[config.mk]
export PLATFORM = sky130hd
export DESIGN_NAME = pipelined_adder
export DESIGN_NICKNAME = d
export VERILOG_FILES = /design/src/rtl/pipelined_adder_pkg.sv /design/src/rtl/adder_slice.sv /design/src/rtl/pipelined_adder.sv
export SDC_FILE = /design/constraint.sdc
export NUM_CORES = 1
export LEC_CHECK = 0
export BUFFER_PORTS_ARGS = -buffer_cell sky130_fd_sc_hd__buf_2
export CAP_MARGIN = 15
export CORE_UTILIZATION = 55
export CTS_CLUSTER_DIAMETER = 120
export DETAILED_ROUTE_END_ITERATION = 6
export PLACE_DENSITY = 0.77
export SKIP_CTS_REPAIR_TIMING = 1
export SLEW_MARGIN = 10
export SYNTH_ARGS = -nofsm -noshare
export SYNTH_HDL_FRONTEND = slang
export SYNTH_SLANG_ARGS = --single-unit
export TNS_END_PERCENT = 10
[constraint.sdc]
create_clock -name CLK -period 7.3 [get_ports CLK]
set_input_delay 0.365 -clock CLK [delete_from_list [all_inputs] [get_ports CLK]]
set_output_delay 0.365 -clock CLK [all_outputs]
set_load 0.02 [all_outputs]
[src/rtl/pipelined_adder_pkg.sv]
// pipelined_adder_pkg: shared slice sizing and configuration check for the pipelined adder
package pipelined_adder_pkg;
  function automatic int slice_width(input int width, input int stages);
    return width / stages;
  endfunction
  function automatic bit cfg_ok(input int width, input int stages);
    return stages >= 1 && width >= stages && width % stages == 0;
  endfunction
endpackage

[src/rtl/adder_slice.sv]
// adder_slice: combinational SW-bit adder returning sum, carry-out and carry into its MSB
module adder_slice #(
  parameter int SW = 4
) (
  input  logic [SW-1:0] a,
  input  logic [SW-1:0] b,
  input  logic          ci,
  output logic [SW-1:0] s,
  output logic          co,
  output logic          cm
);
  logic [SW:0] full;
  always_comb begin
    full = {1'b0, a} + {1'b0, b} + {{SW{1'b0}}, ci};
    s = full[SW-1:0];
    co = full[SW];
    cm = full[SW-1] ^ a[SW-1] ^ b[SW-1];
  end
endmodule

[src/rtl/pipelined_adder.sv]
// pipelined_adder: add/subtract with the carry chain cut into STAGES registered slices
module pipelined_adder
  import pipelined_adder_pkg::*;
#(
  parameter int WIDTH = 16,
  parameter int STAGES = 4
) (
  input  logic             CLK,
  input  logic             RST,
  input  logic [WIDTH-1:0] A,
  input  logic [WIDTH-1:0] B,
  input  logic             CIN,
  input  logic             SUB,
  input  logic             IN_VALID,
  output logic             IN_READY,
  output logic [WIDTH-1:0] S,
  output logic             COUT,
  output logic             OVF,
  output logic             OUT_VALID,
  input  logic             OUT_READY
);
  localparam int SW = slice_width(WIDTH, STAGES);
  typedef struct packed {
    logic             valid;
    logic [WIDTH-1:0] sum;
    logic [WIDTH-1:0] a_rem;
    logic [WIDTH-1:0] b_rem;
    logic             carry;
    logic             msb_cin;
  } stage_t;
  if (!cfg_ok(WIDTH, STAGES)) begin : g_bad_cfg
    $error("pipelined_adder: WIDTH must be a positive multiple of STAGES");
  end
  logic   en;
  stage_t in_st;
  stage_t st_d [STAGES];
  stage_t st_q [STAGES];
  always_comb begin
    in_st = '{valid: IN_VALID, sum: '0, a_rem: A, b_rem: SUB ? ~B : B,
              carry: SUB | CIN, msb_cin: 1'b0};
  end
  // Operands shift down one slice per stage so every stage adds bits [SW-1:0];
  // finished slices enter the sum from the top and land in place after STAGES shifts.
  for (genvar k = 0; k < STAGES; k++) begin : g_stage
    stage_t              prev;
    logic [SW-1:0]       s;
    logic                co;
    logic                cm;
    logic [WIDTH+SW-1:0] sum_cat;
    if (k == 0) begin : g_head
      assign prev = in_st;
    end else begin : g_tail
      assign prev = st_q[k-1];
    end
    adder_slice #(.SW(SW)) u_slice (
      .a (prev.a_rem[SW-1:0]),
      .b (prev.b_rem[SW-1:0]),
      .ci(prev.carry),
      .s (s),
      .co(co),
      .cm(cm)
    );
    assign sum_cat = {s, prev.sum};
    assign st_d[k] = '{valid: prev.valid, sum: sum_cat[WIDTH+SW-1:SW],
                       a_rem: prev.a_rem >> SW, b_rem: prev.b_rem >> SW,
                       carry: co, msb_cin: cm};
  end
  always_ff @(posedge CLK or posedge RST) begin
    if (RST) st_q <= '{default: '0};
    else if (en) st_q <= st_d;
  end
  always_comb begin
    en = !st_q[STAGES-1].valid || OUT_READY;
    IN_READY = en;
    S = st_q[STAGES-1].sum;
    COUT = st_q[STAGES-1].carry;
    OVF = st_q[STAGES-1].msb_cin ^ st_q[STAGES-1].carry;
    OUT_VALID = st_q[STAGES-1].valid;
  end
endmodule

==> reports/results.ini, run 1 <==
[clocking]
cts_root_buffer = clkbuf_8
clock_latency_ns = 0.36
h-tree-depth = 3
numCtsBuffers = 9
clock-sinks = 97
cts_max_path_buffers = 2
cts_tree = done
cts.clk_slew.worst_paths_ns = 0.10

[finish]
nFillCells = 694
multiInputGateArea_um2 = 1678
layout-drive-gt1-share_pct = 15.47
final_common_cell = nand2_1
postLayoutCoreUtil_pct = 61.69
most-common-layout-cells = nand2_1, dfrtp_1, buf_2, o21ai_0, inv_1
antenna_cells = 0
postLayoutCellArea_um2 = 4792
regArea_um2 = 2427
nets = 571
syn_to_final_growth_pct = 8.040

[detailed_routing]
drc_errors = 0
drt_wl_total_mm = 7.262
ant_nets = 0
first_pass_iters = 4
wl_per_cell_um = 11.73
vias_per_cell = 4.876
vias = 3018
first_iter_violations = 168

[timing]
finalCriticalPeriod_ns = 2.700
setup_tns_ns = 0
hold_violations = 0
rsz0062_at_grt = no
drv_slew = 0
skew_ns = 0.01414
slew_headroom_pct = 40.59
finalSetupViolations = 0
max_freq_mhz = 370.4
tightest_slew_ns = 0.8911
hold_slack_ns = 0.04134
min_period_over_period_pct = 36.99

[grt]
met1_usage_pct = 26.48
grt_pass1_vias = 2896
grt.total_usage_pct = 19.33
grt_first_pass_wirelength_mm = 12.84
busiest_layer = met2
grt_max_degree = 96
gr-total-overflow = 0
antenna_found_initial = 0
grtUsageMet3_pct = 3.400
use_met2_pct = 30.45

[setup_path]
end_kind = output pin
worstPathMaxFanout = 95
r2r_slack_ns = 4.69
critPathRequiredTime_ns = 6.93
critPathMaxStageDelay_ns = 0.66
startpoint_type = flop
arrival_ns = 2.34
crit_slowest_cell = buf_4
crit_chain = nor2b_4, buf_4, inv_2, buf_2
critPathKind = reg -> out

[yosys]
yosys.area_share.simple_pct = 20.23
synth_area_per_cell_um2 = 9.221
async_flop_share_pct = 100.0
synth_seq_cells = 97
synth_nets = 539
ys.flop_type = dfrtp_1
synth-seq-area-share_pct = 54.72
synthMuxAreaShare_pct = 0
synth_xor_area_share_pct = 4.542
ys_warn_count = 0
syn_inst = 481
synth_top_family_by_area = simple AND/OR/NAND/NOR gates
synthAdderAreaFrac_pct = 6.996
netlist_area_um2 = 4436
synth_edf_count = 0
netlist-cell-type-count = 25
synth-compound-area-share_pct = 6.065

[floorplanning]
start_util_pct = 57.10
die_x_um = 91.80
rows = 32
io-pin-count = 58
die_area_um2 = 8427
die_height_um = 91.80
coreArea_um2 = 7767

[power]
cellPowerDensity_nw_per_um2 = 412.0
ir_worst_vdd_mv = 0.2474
leakage_uw = 0.002521

[run]
max_cap_violations = 0

[placement]
placed_cell_area_um2 = 4622
gp_congestion = 0.8125
portBuffers = 57
dp_hpwl_mm = 4.940

[run_status]
status = finished clean

[min_path]
hold_class = in -> async

==> layer usage <==
metal | vias up | wire length [um]
met1 | 1416 | 3617
met4 | 0 | 100
met5 | - | 0
met3 | 7 | 271
met2 | 65 | 3273
li1 | 1530 | -
==> synth_stat cells, types with 2 or more instances <==
master   number  area, um2
nor2_1       15      56.30
nand2_1     205      769.5
dfrtp_1      97       2427
inv_1        20      75.07
o21ai_0      24      120.1
fa_1          8      160.2
xnor2_1      12      105.1
a21oi_1      13      65.06
a21o_1        3      22.52
ha_1         12      150.1
buf_2        18      90.09
nor2b_1       5      31.28
buf_4        18      135.1
o21ai_1       9      45.04
buf_6         2      22.52
xor2_1       11      96.34
==> worst max-delay path: cells and delay by family (launching register included) <==
family        cells  cell delay (ns)
buf+inv           3             1.39
flops             1             0.38
simple gates      1             0.14
==> final timing paths <==
check,start,end,cells past startpoint
setup / recovery,OUT_VALID,IN_READY,4
hold / removal,RST,g_stage[3].prev[20],2
setup reg to reg,OUT_VALID,g_stage[2].prev[49],7
hold reg to reg,S[3],S[3],2
max in group asynchronous,RST,g_stage[2].prev[43],3
min in group CLK,A[7],g_stage[1].prev[21],3
==> final cells by class <==
class	count	share of cell area [%]
Clock buffer	10	2.872
Timing Repair Buffer	60	6.423
Inverter	21	1.697
Multi-Input combinational cell	324	35.01
Clock inverter	5	0.6789
Sequential cell	97	50.65
Tap cell	102	2.663
==> stage by stage <==
stage / cells / setup slack (ns) / total power, uW
after global placement: 604 / 4.682 / 1643
final: 619 / 4.600 / 1974
after CTS: 619 / 4.611 / 1993
after global routing: 619 / 4.443 / 2150
after detailed placement: 604 / 4.663 / 1682
after floorplan: 481 / 4.401 / 1551
==> state kept, by name (all words and copies together) (netlist names) <==
name,flops
st_q,1
OUT_VALID,1
COUT,1
S,16
g_stage.prev,78
==> cell families after synthesis <==
logic type | Yosys count
xor gates and xnor gates | 23
AOI/OAI and AO/OA | 51
and+or+nand+nor | 230
buffers and inverters | 60
DFF | 97
adders and majority gates | 20
==> report_power, final <==
group          internal [uW]  total (uW)  switching, uW
logic                    298         755            457
clock network            130         310            180
registers                778         909            131
total                   1210        1970            768
(Power assumes the default switching activity.)
==> run 2, diff against run 1 <==
==> constraint.sdc (replaced) <==
create_clock -name CLK -period 2.6 [get_ports CLK]
set_input_delay 0.13 -clock CLK [delete_from_list [all_inputs] [get_ports CLK]]
set_output_delay 0.13 -clock CLK [all_outputs]
set_load 0.02 [all_outputs]
==> reports/results.ini, run 2 (synthesis gave the netlist of run 1 again) <==
[run_status]
status = finished clean

[grt]
antenna_found_initial = 0
grt_pass1_vias = 2939
gr-total-overflow = 0
grt.total_usage_pct = 20.43
grt_max_degree = 95
grt_first_pass_wirelength_mm = 13.37

[timing]
rsz0062_at_grt = no
finalCriticalPeriod_ns = 1.834
tightest_slew_ns = 0.8790
finalSetupViolations = 0
setup_tns_ns = 0
max_freq_mhz = 545.4
slew_headroom_pct = 41.40
drv_slew = 0
skew_ns = 0.01330
hold_violations = 0
min_period_over_period_pct = 70.52

[detailed_routing]
wl_per_cell_um = 11.94
drt_wl_total_mm = 7.557
vias_per_cell = 4.828
vias = 3056
first_iter_violations = 201
ant_nets = 0
drc_errors = 0
first_pass_iters = 4

[placement]
portBuffers = 57
dp_hpwl_mm = 5.081
gp_congestion = 0.7731

[clocking]
cts_tree = done
cts.clk_slew.worst_paths_ns = 0.10
cts_root_buffer = clkbuf_8
cts_max_path_buffers = 2
clock-sinks = 97
numCtsBuffers = 9
h-tree-depth = 3
clock_latency_ns = 0.36

[finish]
final_common_cell = nand2_1
nets = 584
most-common-layout-cells = nand2_1, dfrtp_1, buf_2, o21ai_0, inv_1
largest_register_ffs = 78
layout-drive-gt1-share_pct = 15.25
antenna_cells = 0
syn_to_final_growth_pct = 12.10
postLayoutCoreUtil_pct = 64.01

[power]
ir_worst_vdd_mv = 0.4986
p_total_uw = 5752
cellPowerDensity_nw_per_um2 = 1157
leakage_uw = 0.002596

[setup_path]
end_kind = output pin
rr_startpoint = g_stage[1].prev[2]
critPathRequiredTime_ns = 2.47
arrival_ns = 1.70
critPathLaunch = OUT_VALID
critPathKind = reg -> out
startpoint_type = flop
worstPathMaxFanout = 46

[floorplanning]
rows = 32
die_height_um = 91.80
start_util_pct = 57.10
die_area_um2 = 8427
io-pin-count = 58
coreArea_um2 = 7767
die_x_um = 91.80

[min_path]
min_from = A[4]
hold_class = in -> reg

[run]
max_cap_violations = 0

run 2: layout make-up:
| cell class | instances | area [um2] |
|---|---|---|
| repair buffers | 73 | 445.4 |
| well taps | 102 | 127.6 |
| inverters | 21 | 82.58 |
| multi-input cells | 324 | 1678 |
| clock inverters | 5 | 80.08 |
| flip-flops and latches | 97 | 2427 |
| fillers | 653 | 2795 |
| clock buffers | 11 | 131.4 |
run 2: worst paths after layout:
check	to	slack (ns)	cells after the start
worst max-delay path	IN_READY	0.77	4
worst min-delay path	g_stage[1].prev[18]	0.0002	3
worst max register to register	g_stage[2].prev[1]	0.85	6
worst min register to register	S[8]	0.47	2
max in group asynchronous	g_stage[1].prev[11]	1.60	4
min in group asynchronous	g_stage[3].prev[46]	0.29	3
run 2: metrics by stage:
| stage | setup slack [ns] | hold slack (ns) | cells | instance area, um2 |
|---|---|---|---|---|
| after floorplan | 0.8258 | 0.2425 | 481 | 4439 |
| after global placement | 0.7655 | 0.1285 | 606 | 4651 |
| after detailed placement | 0.6470 | 0.1298 | 606 | 4651 |
| after CTS | 0.7541 | -0.2690 | 622 | 4862 |
| after global routing | 0.6451 | 0.004045 | 633 | 4972 |
| final | 0.7665 | 0.0002449 | 633 | 4972 |
run 2: power breakdown:
part	leakage, uW	internal (uW)	switching [uW]	total, uW
Clock	0.0000995	541	506	1050
Combinational	0.00133	861	1300	2160
Sequential	0.00116	2180	358	2540
run 2: worst max-delay path: stages, from the launching register on:
cell and delay (ns):
dfrtp_1 0.40, nor2b_4 0.14, inv_2 0.12, buf_4 0.42, buf_2 0.25
run 2: per-layer routing:
| layer | up-vias | GRT usage [%] | wire [um] |
|---|---|---|---|
| met4 | 0 | 8.594 | 112 |
| met5 | - | 0 | 0 |
| met3 | 9 | 4.395 | 279 |
| met2 | 68 | 30.20 | 3434 |
| li1 | 1566 | - | - |
| met1 | 1413 | 29.49 | 3730 |
